[src/rtl/vga_capture.sv]
// VGA receive-side capture: rebuilds raster position from BLANK_n/VS and streams
// pixels to a framebuffer with per-frame status. Optional checksum via VGA_CAPTURE_SUM_EN.
module vga_capture #(
    parameter int H_ACTIVE = 640,
    parameter int V_ACTIVE = 480,
    parameter int ADDR_W   = 19
) (
    input  logic              iVGA_CLK,
    input  logic              iRST_n,
    input  logic              iBLANK_n,
    input  logic              iHS,
    input  logic              iVS,
    input  logic [7:0]        iR,
    input  logic [7:0]        iG,
    input  logic [7:0]        iB,
    output logic              oWR_EN,
    output logic [ADDR_W-1:0] oWR_ADDR,
    output logic [23:0]       oWR_DATA,
    output logic              oFRAME_DONE,
    output logic [ADDR_W-1:0] oFRAME_PIX,
    output logic              oFRAME_ERR,
    output logic [31:0]       oFRAME_SUM,
    output logic              oLOCKED
);

    localparam int COL_W = (H_ACTIVE > 1) ? $clog2(H_ACTIVE) : 1;
    localparam int PW    = ADDR_W + 1;
    localparam logic [PW-1:0]    TOTAL    = PW'(H_ACTIVE * V_ACTIVE);
    localparam logic [PW-1:0]    H_STEP   = PW'(H_ACTIVE);
    localparam logic [COL_W-1:0] COL_LAST = COL_W'(H_ACTIVE - 1);

    typedef enum logic [1:0] {SEEK, VSYNC, ACTIVE} state_t;

    state_t state, state_nxt;

    logic vs_d, blank_d;
    logic vs_fall, vs_rise, blank_fall;
    logic pix_valid, wr_ok, frame_end, frame_start, line_fix;
    logic frame_err_c;

    logic [COL_W-1:0] col;
    logic [PW-1:0]    row_base;
    logic [PW-1:0]    addr;
    logic [PW-1:0]    pix_cnt;
    logic [PW-1:0]    next_base;
    logic [PW-1:0]    realign_base;
    logic             line_err;
    logic             overflow;

    // Horizontal sync carries no information we need; BLANK_n marks the lines.
    logic unused_hs;
    assign unused_hs = iHS;

    assign vs_fall    = vs_d & ~iVS;
    assign vs_rise    = ~vs_d & iVS;
    assign blank_fall = blank_d & ~iBLANK_n;

    always_ff @(posedge iVGA_CLK or negedge iRST_n) begin
        if (!iRST_n) begin
            vs_d    <= 1'b0;
            blank_d <= 1'b0;
        end else begin
            vs_d    <= iVS;
            blank_d <= iBLANK_n;
        end
    end

    always_ff @(posedge iVGA_CLK or negedge iRST_n) begin
        if (!iRST_n) state <= SEEK;
        else         state <= state_nxt;
    end

    always_comb begin
        state_nxt = state;
        case (state)
            SEEK:    if (vs_fall) state_nxt = VSYNC;
            VSYNC:   if (vs_rise) state_nxt = ACTIVE;
            ACTIVE:  if (vs_fall) state_nxt = VSYNC;
            default: state_nxt = SEEK;
        endcase
    end

    always_comb begin
        pix_valid   = 1'b0;
        frame_end   = 1'b0;
        frame_start = 1'b0;
        line_fix    = 1'b0;
        if (state == ACTIVE) begin
            pix_valid = iBLANK_n & iVS;
            frame_end = vs_fall;
            line_fix  = blank_fall & ~vs_fall & (col != '0);
        end
        if (state == VSYNC)
            frame_start = vs_rise;
    end

    assign wr_ok        = pix_valid & (addr < TOTAL);
    assign next_base    = row_base + H_STEP;
    assign realign_base = (next_base > TOTAL) ? TOTAL : next_base;
    assign frame_err_c  = line_err | overflow | (pix_cnt != TOTAL);

    // A short/long line snaps to the start of the following row.
    always_ff @(posedge iVGA_CLK or negedge iRST_n) begin
        if (!iRST_n) begin
            col      <= '0;
            row_base <= '0;
            addr     <= '0;
            pix_cnt  <= '0;
            line_err <= 1'b0;
            overflow <= 1'b0;
        end else if (frame_start) begin
            col      <= '0;
            row_base <= '0;
            addr     <= '0;
            pix_cnt  <= '0;
            line_err <= 1'b0;
            overflow <= 1'b0;
        end else begin
            if (wr_ok) begin
                pix_cnt <= pix_cnt + 1'b1;
                addr    <= addr + 1'b1;
                if (col == COL_LAST) begin
                    col      <= '0;
                    row_base <= next_base;
                end else begin
                    col <= col + 1'b1;
                end
            end else if (pix_valid) begin
                overflow <= 1'b1;
            end
            if (line_fix) begin
                line_err <= 1'b1;
                col      <= '0;
                row_base <= realign_base;
                addr     <= realign_base;
            end
        end
    end

    always_ff @(posedge iVGA_CLK or negedge iRST_n) begin
        if (!iRST_n) begin
            oWR_EN      <= 1'b0;
            oWR_ADDR    <= '0;
            oWR_DATA    <= '0;
            oFRAME_DONE <= 1'b0;
            oFRAME_PIX  <= '0;
            oFRAME_ERR  <= 1'b0;
            oLOCKED     <= 1'b0;
        end else begin
            oWR_EN      <= wr_ok;
            oFRAME_DONE <= frame_end;
            if (wr_ok) begin
                oWR_ADDR <= addr[ADDR_W-1:0];
                oWR_DATA <= {iR, iG, iB};
            end
            if (frame_end) begin
                oFRAME_PIX <= pix_cnt[ADDR_W-1:0];
                oFRAME_ERR <= frame_err_c;
                oLOCKED    <= ~frame_err_c;
            end
        end
    end

`ifdef VGA_CAPTURE_SUM_EN
    logic [31:0] sum;

    always_ff @(posedge iVGA_CLK or negedge iRST_n) begin
        if (!iRST_n) begin
            sum        <= 32'd0;
            oFRAME_SUM <= 32'd0;
        end else begin
            if (frame_start)
                sum <= 32'd0;
            else if (wr_ok)
                sum <= sum + {8'd0, iR, iG, iB};
            if (frame_end)
                oFRAME_SUM <= sum;
        end
    end
`else
    assign oFRAME_SUM = 32'd0;
`endif

endmodule

[config.mk]
export PLATFORM = sky130hd
export DESIGN_NAME = vga_capture
export DESIGN_NICKNAME = d
export VERILOG_FILES = /design/src/rtl/vga_capture.sv
export SDC_FILE = /design/constraint.sdc
export NUM_CORES = 1
export LEC_CHECK = 0
export CAP_MARGIN = 10
export CORE_MARGIN = 1
export CORE_UTILIZATION = 45
export CTS_CLUSTER_SIZE = 8
export DETAILED_ROUTE_END_ITERATION = 10
export PLACE_DENSITY = 0.7
export SKIP_CTS_REPAIR_TIMING = 1
export SLEW_MARGIN = 10
export SYNTH_ARGS = -nofsm -noshare
export SYNTH_HDL_FRONTEND = slang
export SYNTH_SLANG_ARGS = --single-unit
[constraint.sdc]
create_clock -name iVGA_CLK -period 3.1 [get_ports iVGA_CLK]
set_input_delay 0.93 -clock iVGA_CLK [delete_from_list [all_inputs] [get_ports iVGA_CLK]]
set_output_delay 0.93 -clock iVGA_CLK [all_outputs]
set_load 0.05 [all_outputs]
* Word level (Yosys, flattened, before mapping)
Index checks and enable logic that the tools add are counted.
** Storage, ports and cells
- Word-level logic and storage cells :: 80
- Register bits after elaboration :: 142
** Cells by class
- Reductions and logical operators :: 11
- $lt $le $gt $ge :: 2
- Bitwise operators :: 14
- Equal/unequal tests :: 7
- Muxes and demuxes :: 26
- $add $sub $neg :: 4
** Operators with widths (number)
- 20-bit two-way mux :: 10
- 20-bit by 1-bit adder with 20-bit output (second input constant) :: 2
- 10-bit two-way mux :: 4
- 20-bit by 10-bit adder with 20-bit output (second input constant) :: 1
- 20-bit by 19-bit greater-than comparator with 1-bit output (second input constant) :: 1
- 20-bit by 19-bit less-than comparator with 1-bit output (second input constant) :: 1
- 20-bit by 19-bit inequality test with 1-bit output (second input constant) :: 1
- 10-bit by 1-bit adder with 10-bit output (second input constant) :: 1
- 10-bit == test (second input constant) :: 1
- 10-bit nonzero test :: 1
- 1-bit two-way mux :: 9
- 1-bit AND :: 7
- 2-bit AND reduction :: 3
- 2-bit nonzero test :: 3
- 3-bit nonzero test :: 2
- 1-bit NOT :: 5
- 2-bit two-way mux :: 2
- 2-bit by 1-bit inequality test with 1-bit output (second input constant) :: 2
- 2-bit one-hot mux with 2 select lines :: 1
- 2-bit by 1-bit == test with 1-bit output (second input constant) :: 1
- 2-bit == test (second input constant) :: 1
- 2-bit zero test :: 1
- 2-bit inequality test (second input constant) :: 1
- 1-bit bitwise OR :: 2
- 2-bit OR reduction :: 1

* Longest topological paths before layout
Gate-level depths: netlist (run 1).
- Depth in word-level cells :: 8
- Depth in mapped cells :: 10
- Mapped depth without buffers :: 8

* Worst setup path before layout (run 1)
OpenSTA, ideal clock, no wires.
- Path type :: input-to-reg
- Start point :: input port iBLANK_n
- End point :: register pix_cnt[17]
- Required time :: 3022 ps
- Buffers on the path :: 0
- Cell stages on the path :: 5
- Library setup time :: 78 ps
- Path slack :: 683 ps
- Data arrival time :: 2339 ps
- Cell sequence :: nand2_1 or3_1 or4b_1 or3_1 a21oi_1
** Between the ends
- Cells in the longest elaborated chain, start to end :: 4
** RTL lines
- start, declared :: RTL line 10 : input logic iBLANK_n,
- 1-bit AND :: RTL line 89 : pix_valid = iBLANK_n & iVS;
- 1-bit two-way mux :: RTL line 88 : if (state == ACTIVE) begin
- 1-bit AND :: RTL line 97 : assign wr_ok = pix_valid & (addr < TOTAL);
- 2-bit nonzero test (no line)
- end signal, assigned :: RTL line 120 : pix_cnt <= pix_cnt + 1'b1;
- end, declared :: RTL line 44 : logic [PW-1:0] pix_cnt;
Every way passes these cells.
A chain may end at the register's enable or synchronous reset.

* Worst setup path after layout (run 1)
- Start point :: input port iVS
- End point :: register pix_cnt[16]
** Between the ends
- Cells in the longest elaborated chain, start to end :: 4
- Elaborated cells between the ends (all ways) :: 7
- Those cells by class :: mux: 3; bitwise: 3; reduce/logical: 1
** RTL lines
- start, declared :: RTL line 12 : input logic iVS,
- 1-bit AND :: RTL line 89
- 1-bit two-way mux :: RTL line 88
- 1-bit AND :: RTL line 97
- 2-bit nonzero test (no line)
Several ways; a longest one is shown, not always the timed one.

==> results of run 1 <==
state kept, by name, indices dropped and copies added, names as in the netlist:
signal	cells
line_err	1
oFRAME_PIX	19
row_base	20
oWR_ADDR	19
col	10
oFRAME_DONE	1
addr	20
overflow	1
oLOCKED	1
vs_d	1
blank_d	1
pix_cnt	20
oWR_DATA	24
state	2
oWR_EN	1
oFRAME_ERR	1
cell type report:
class	count	area [µm²]	share of cell area, %
Sequential cell	142	3553	40.71
Clock inverter	6	82.58	0.9460
Multi-Input combinational cell	542	3171	36.32
Timing Repair Buffer	119	1140	13.06
Tap cell	188	235.2	2.695
Clock buffer	25	495.5	5.676
Inverter	14	52.55	0.6020
cell families after synthesis:
group,Yosys count
AOI/OAI and AO/OA,119
DFF,142
adders and majority gates,6
xor gates and xnor gates,33
other,1
and+or+nand+nor,328
muxes,24
buffers and inverters,79
worst max path at each step:
stage	from	endpoint	slack (ns)	cells after the start
after floorplan	iBLANK_n	pix_cnt[17]	0.68	5
after global placement	iVS	row_base[17]	-0.18	7
after detailed placement	iVS	row_base[12]	-0.24	8
after CTS	iVS	pix_cnt[16]	0.17	8
after global routing	iVS	pix_cnt[16]	0.01	8
final	iVS	pix_cnt[16]	0.19	8
metal layers:
metal	track usage (%)	share of wire [%]
met1	29.24	46
met2	33.13	48
met3	4.271	4.8
met4	8.683	2.0
met5	0	0
where the power goes:
part | switching, mW | internal, mW | total (mW)
sequential | 0.255 | 2.19 | 2.44
clock | 0.747 | 1.26 | 2.01
combinational | 1.50 | 0.721 | 2.22
synthesized netlist by cell type (6+ instances only):
cell type                  number
sky130_fd_sc_hd__buf_4         32
sky130_fd_sc_hd__xnor2_1       13
sky130_fd_sc_hd__nor2_1        49
sky130_fd_sc_hd__a21oi_1       21
sky130_fd_sc_hd__nor3_1        19
sky130_fd_sc_hd__mux2_2        19
sky130_fd_sc_hd__nand4_1       14
sky130_fd_sc_hd__clkbuf_1      15
sky130_fd_sc_hd__nor3b_1        8
sky130_fd_sc_hd__dfrtp_1      142
sky130_fd_sc_hd__inv_1         13
sky130_fd_sc_hd__nand2_1      162
sky130_fd_sc_hd__o21ai_0       35
sky130_fd_sc_hd__o31ai_1        7
sky130_fd_sc_hd__nor4_1         6
sky130_fd_sc_hd__ha_1           6
sky130_fd_sc_hd__a22o_1         7
sky130_fd_sc_hd__xor2_1        19
sky130_fd_sc_hd__or3_1          7
sky130_fd_sc_hd__a31oi_1        6
sky130_fd_sc_hd__and4_1         8
sky130_fd_sc_hd__a32o_1         9
sky130_fd_sc_hd__nand3_1       18
sky130_fd_sc_hd__buf_2         14
sky130_fd_sc_hd__and3_1        14
metrics by stage:
| step | hold slack, ns | utilization (%) |
|---|---|---|
| 2_1_floorplan | 0.4635 | - |
| 3_3_place_gp | 0.4586 | 53.56 |
| 3_5_place_dp | 0.4614 | 53.56 |
| 4_1_cts | 0.4756 | 57.37 |
| 5_1_grt | 0.4885 | 57.42 |
| 6_report | 0.4561 | 57.42 |
==> run summary, run 1 <==
The flow ran to the end, and the final reports show no timing, DRC or antenna violations. The data required time at the worst endpoint was 3.45 ns; the final clock period utilization by the worst path was 93.86%. During synthesis, Yosys emitted a total of 0 warnings. The analysis attributes to cell leakage a power of 4.071 nW. After clock tree synthesis, the clock-pin slew on the worst setup and hold paths is 0.06 ns.

For the wire length of the first global-routing pass, the log shows 27120 µm. The instance count of the mapped netlist is 732, and the instance area after placement is 8143 µm². In this run the tightest slew margin relative to its limit is 53.25%. Across all layers, the routed design uses 5683 vias.

The number of hold-slack violations in the final timing report was 0. Max-cap violations in this run came to 0. The power density over the cells was 763.9 nW/µm²; the fraction of layout cells with a size suffix above 1 was 11.08%. The tools report the setup slack at placement as -0.2423 ns.

For the pin with the worst max-slew slack, the measured transition is 0.6986 ns. The fraction of the mapped netlist area in adder cells is 1.067%, and the total congestion overflow after global routing is 0. For this run, the slowest stage of the critical path takes 0.59 ns.

The element type at the critical path start was an input pin. The die is 127.0 µm wide. The logs give 0 for the number of antenna violations at the first check in global routing and 5418 for the via count of the first global-routing pass. Summing every instance area after synthesis gives 7034 µm². During placement, the flow inserted port buffers numbering 93.

After synthesis, the share of flip-flops with an asynchronous set or reset is 100.0%. The signal on the critical path passes through clkdlybuf4s50_1 > nand2_1 > nor3_2 > nand2b_2 > inv_2 > nand3_1 > or3_1 > a21oi_1. For this run, the top clock speed supported by timing is 343.7 MHz. The final max-slew violation count was 0; the total buffers and inverters traversed by the critical path was 2. The tools report the number of DRC violations after detailed-routing iteration 0 as 451.

Of all cell types, the one taking the most synthesized area is sky130_fd_sc_hd__dfrtp_1. At the worst endpoint, the arrival time is 3.26 ns. 127 I/O pins were placed. Setup repair after global routing left no endpoint under its margin. VDD sags by at most 452.1 µV. For the largest net degree at the start of global routing, the log shows 59. Setup slack on the critical path of the routed design comes to 0.1903 ns.

The area fraction in and, or, nand and nor cells after synthesis was 22.38%. Time the final worst path needs with I/O delays and setup: 2.910 ns. For this configuration, the core starts out at a cell density of 46.27%. Between clock sinks in the finished design, the worst skew comes to 0.005585 ns. The synthesized area divided by synthesized cell count is 9.610 µm². The synthesized netlist devotes 11.72% of its cell area to compound gates. Number of synthesized flops with an enable pin: 0. The worst setup path is captured at a flop. The synthesis-stage register bit count is 142. At the end of routability-driven placement, the weighted congestion stood at 0.8885. In this run the remaining antenna-violating nets after routing total 0.

The top cell type by area accounts for 50.52% of the synthesized area. After detailed routing, the number of remaining DRC violations is 0. For the cell total after placement, the log shows 1005. Clock tree synthesis selected as its root buffer the cell sky130_fd_sc_hd__clkbuf_16.

The die covers 16140 µm². The most used flip-flop cell after synthesis is sky130_fd_sc_hd__dfrtp_1. The final net count was 871; the largest fanout of any net on the critical path was 14. The library cell used most frequently in the layout, excluding fill and tap cells, is sky130_fd_sc_hd__nand2_1.

In this run the vertical extent of the chip is 127.0 µm. The tools report the final non-filler cell area as 8730 µm². The mean number of vias per cell came out at 5.486. The tools report the final count of negative-setup-slack endpoints as 0. The tools report the total CTS buffers as 17. Worst min-delay path category: in2async. The portion of synthesized area spent on multiplexers is 3.753%. Detailed placement ended at an HPWL of 11500 µm. In this run the critical register-to-register path is launched from row_base[7]. The critical path class was in2reg.

TritonCTS built the clock tree. Among cell families on the critical path, the largest total delay comes from simple AND/OR/NAND/NOR gates. The highest-delay cell along the critical path was sky130_fd_sc_hd__clkdlybuf4s50_1. The routed length per instance is 15.74 µm.

Parity-gate share of the synthesized area counting xor and xnor cells: 4.216%. After synthesis, the largest family of logic cells by area is simple AND/OR/NAND/NOR gates. Summing internal, switching and leakage power gives 6.669 mW.

For this run, the register share of the synthesized area comes to 50.52%. The clock passes through at most 2 buffers. The number of diodes added for antenna fixing is 0. The tools report the capture instance of the worst register-to-register path as row_base[8]. Number of sinks driven by the clock tree: 142. Leaving out fill and tap cells, the most frequent cells in the layout are sky130_fd_sc_hd__nand2_1, sky130_fd_sc_hd__dfrtp_1, sky130_fd_sc_hd__clkdlybuf4s50_1, sky130_fd_sc_hd__nor2_1, sky130_fd_sc_hd__o21ai_0. The worst reg2reg path depth is 7. For the post-synthesis cell type count, the log shows 65. The run gives 4 as the number of levels the H-tree was split into. Number of filler instances in the final layout: 1303. For the global router's overall resource usage, the log shows 21.28%.

The latest clock arrival within the worst-skew pair is 0.43 ns, and the total wirelength of the detailed-routed design is 16310 µm. The worst setup slack for register-to-register paths is 0.29 ns, and the final cell count without fillers is 1036. Sorting the synthesized cells by area gives the leading types as sky130_fd_sc_hd__dfrtp_1, sky130_fd_sc_hd__nand2_1, sky130_fd_sc_hd__buf_4. The total area inside the core boundary comes to 15200 µm².

The initialized floorplan defines 45 standard-cell rows. The final sum of negative setup slack is 0 ns, and the area growth from synthesis to layout is 24.10%. The first detailed-routing pass ran for 5 iterations.
(Power assumes the default switching activity.)
==> inputs of run 2 (changes only) <==
Settings changed: GPL_TIMING_DRIVEN from default to 0.
==> run 2 against run 1 <==
Compared with the run above:
- clock power increased by 9%
- via count increased by 0.30%
- critical path depth increased by 1
- global-route usage increased by 0.47 points
- final cell count increased by 3.8%
- register-to-register slack improved by 0.18 ns
- critical endpoint is now row_base[12]
- largest cell class unchanged
==> run summary, run 2 (synthesized netlist as in run 1, its figures left out) <==
The overall die width is 127.0 µm (unchanged). The fraction of power consumed by sequential logic is 35.1% (was 36.7%), and the worst-case vdd ir drop is 439.6 µV (was 452.1 µV). The clock slew seen by the registers of the worst setup and hold paths is 0.06 ns (about the same), and the final net count is 910 (was 871).

The timing-limited maximum frequency is 332.7 MHz (was 343.7 MHz). The full die area is 16140 µm² (unchanged), and the internal portion of total power is 4.347 mW (was 4.171 mW). The switching power of the nets came out at 2.528 mW (was 2.498 mW). Critical register-to-register path startpoint: addr[15] (was row_base[7]). The run gives 2 (unchanged) as the largest buffer count on any clock path. Number of antenna violations at the first check in global routing: 1 (was 0). The length of the first detailed-routing pass in iterations was 5 (unchanged). The area growth from synthesis to layout is 28.16% (was 24.10%). The number of flip-flops under the largest register name was 24 (unchanged); the power density over the cells was 762.6 nW/µm² (was 763.9 nW/µm²). The tools report the signal arrival time at the worst endpoint as 3.34 ns (was 3.26 ns).

The run gives 27390 µm (was 27120 µm) as the wire length of the first global-routing pass. The tools report the number of hold-slack violations in the final timing report as 0 (unchanged). The tools report the data required time at the worst endpoint as 3.43 ns (was 3.45 ns). The number of levels the H-tree was split into is 4 (unchanged).

The worst reg2reg path depth works out to 9 (was 7). The number of vias after detailed routing came out at 5700 (was 5683). Setup slack at placement: -0.6359 ns (was -0.2423 ns).

The critical path class is in2reg (unchanged). Endpoint class of the critical path: a flop (unchanged). The fraction of layout cells with a size suffix above 1 came out at 13.53% (was 11.08%). The final count of negative-setup-slack endpoints is 0 (unchanged), and the die height is 127.0 µm (unchanged).

The logs give 0 (unchanged) for the post-route DRC violation count and 33.1% (was 33.2%) for the combinational share of power. The logs give 0 ns (unchanged) for the final sum of negative setup slack and 0.09440 ns (was 0.1903 ns) for the smallest setup slack after layout. Worst min-delay path category: in2async (unchanged).

The proportion of total power due to net switching came out at 36.77% (was 37.46%). The run gives 0 (unchanged) as the number of antenna-violating nets in the routed design. The flow ran to the end, and the final reports show no timing, DRC or antenna violations. The largest fanout of any net on the critical path was 10 (was 14); the total congestion overflow after global routing was 0 (unchanged). The worst clock skew was 0.006572 ns (was 0.005585 ns). The via count of the first global-routing pass was 5279 (was 5418); the routability congestion estimate was 0.8419 (was 0.8885). The run gives 16640 µm (was 16310 µm) as the total wirelength of the detailed-routed design.

The number of standard-cell rows in the floorplan came out at 45 (unchanged). TritonCTS built the clock tree. Global router's overall resource usage: 21.75% (was 21.28%). The beginning of the critical path is iVS (unchanged). Total I/O pin count: 127 (unchanged). The actual transition at the worst max-transition pin is 0.7859 ns (was 0.6986 ns). For the share of power burned in the clock network, the log shows 31.8% (was 30.1%). The run gives 17 (unchanged) as the total CTS buffers. The logs give 15200 µm² (unchanged) for the placeable core region and 0 (unchanged) for the number of diodes added for antenna fixing. The time the final worst path needs with I/O delays and setup came out at 3.006 ns (was 2.910 ns).

Register name with the most flops: oWR_DATA (unchanged). For the static leakage, the log shows 4.254 nW (was 4.071 nW). The clock root buffer master is sky130_fd_sc_hd__clkbuf_16 (unchanged). For the starting density of the core, the log shows 46.27% (unchanged).

The routed length per instance is 15.48 µm (was 15.74 µm), and the number of DRC violations after detailed-routing iteration 0 is 421 (was 451). The number of buffer cells added on primary ports was 93 (unchanged). The logs give 0 (unchanged) for the number of max-cap violations and 0.42 ns (was 0.43 ns) for the latest clock arrival within the worst-skew pair. Commonest cells after routing, fill and taps aside: sky130_fd_sc_hd__nand2_1, sky130_fd_sc_hd__dfrtp_1, sky130_fd_sc_hd__clkdlybuf4s50_1, sky130_fd_sc_hd__nor2_1, sky130_fd_sc_hd__o21ai_0 (unchanged). The final clock period utilization by the worst path works out to 96.95% (was 93.86%). The remaining max-slew budget at the tightest pin is 47.41% (was 53.25%). Half-perimeter wire length of the detailed placement result: 11600 µm (was 11500 µm).

The element type at the critical path start is an input pin (unchanged). The mean number of vias per cell is 5.302 (was 5.486), and the final max-slew violation count is 0 (unchanged). The most common cell after layout, fill and taps aside was sky130_fd_sc_hd__nand2_1 (unchanged). For the number of sinks driven by the clock tree, the log shows 142 (unchanged). Largest net degree at the start of global routing: 90 (was 59).
## run 2: cell types whose count changed in the layout (fill, tap and decap cells not counted), sizes merged
cell,before,now
buf,27,48
bufinv,2,4
clkbuf,25,39
clkinv,3,5
## run 2: power by group through the flow
stage	Clock, mW	Sequential [mW]	Combinational, mW
floorplan	0	3.23	0.710
global placement	0	2.44	2.24
detailed placement	0	2.45	2.27
CTS	2.22	2.42	2.27
global route	2.31	2.46	2.43
finish	2.19	2.42	2.27
## run 2: worst paths after layout
path,end,slack (ns)
min,oFRAME_PIX[11],0.45
max in group asynchronous,blank_d,1.85
min in group iVGA_CLK,oWR_ADDR[8],0.47
max,row_base[12],0.09
min reg2reg,oWR_ADDR[8],0.47
max reg2reg,oWR_DATA[17],0.47
## run 2: metrics by stage
| stage | utilization (%) | area (µm²) | hold slack [ns] | instances | power (mW) |
|---|---|---|---|---|---|
| after CTS | 59.11 | 8986 | 0.4599 | 1076 | 6.912 |
| after global routing | 59.30 | 9015 | 0.4862 | 1075 | 7.200 |
| final | 59.30 | 9015 | 0.4465 | 1075 | 6.875 |
| after floorplan | - | 7151 | 0.4635 | 763 | 3.935 |
| after detailed placement | 54.90 | 8346 | 0.4615 | 1045 | 4.711 |
| after global placement | 54.71 | 8317 | 0.4573 | 1044 | 4.681 |
## run 2: cell type report
class | count | area [µm²]
Fill cell | 1361 | 6187
Sequential cell | 142 | 3553
Multi-Input combinational cell | 542 | 3179
Timing Repair Buffer | 94 | 959.7
Clock buffer | 21 | 480.5
Buffer | 64 | 394.1
Tap cell | 188 | 235.2
Clock inverter | 10 | 160.2
Inverter | 14 | 52.55
## run 2: metal layers
metal / vias up / global-route usage, % / wire, µm
met5: - / 0 / 0
met4: 0 / 7.913 / 258
met3: 18 / 4.313 / 776
met2: 157 / 34.13 / 7765
met1: 2746 / 30.05 / 7840
li1: 2779 / - / -
## run 2: critical path, cell delays in order
cell and delay (ns):
sky130_fd_sc_hd__clkdlybuf4s50_1 0.53, sky130_fd_sc_hd__nand2b_1 0.24, sky130_fd_sc_hd__nor4b_2 0.19, sky130_fd_sc_hd__a21o_1 0.16, sky130_fd_sc_hd__buf_2 0.17, sky130_fd_sc_hd__a21oi_1 0.42
sky130_fd_sc_hd__clkbuf_1 0.48, sky130_fd_sc_hd__nand2_1 0.10, sky130_fd_sc_hd__o2111ai_1 0.11
==> inputs of run 3 (changes only) <==
--- a/config.mk
+++ b/config.mk
@@ -7,3 +7,2 @@
 export LEC_CHECK = 0
-export CAP_MARGIN = 10
 export CORE_MARGIN = 1
--- a/constraint.sdc
+++ b/constraint.sdc
@@ -3,2 +3,2 @@
 set_output_delay 0.93 -clock iVGA_CLK [all_outputs]
-set_load 0.05 [all_outputs]
+set_load 0.02 [all_outputs]
==> results of run 3 <==
The final DEF is identical to that of run 2. Status: finished clean.
Among the figures that moved: total power 6.875 mW -> 6.293 mW; worst IR drop on VDD 439.6 µV -> 438.6 µV
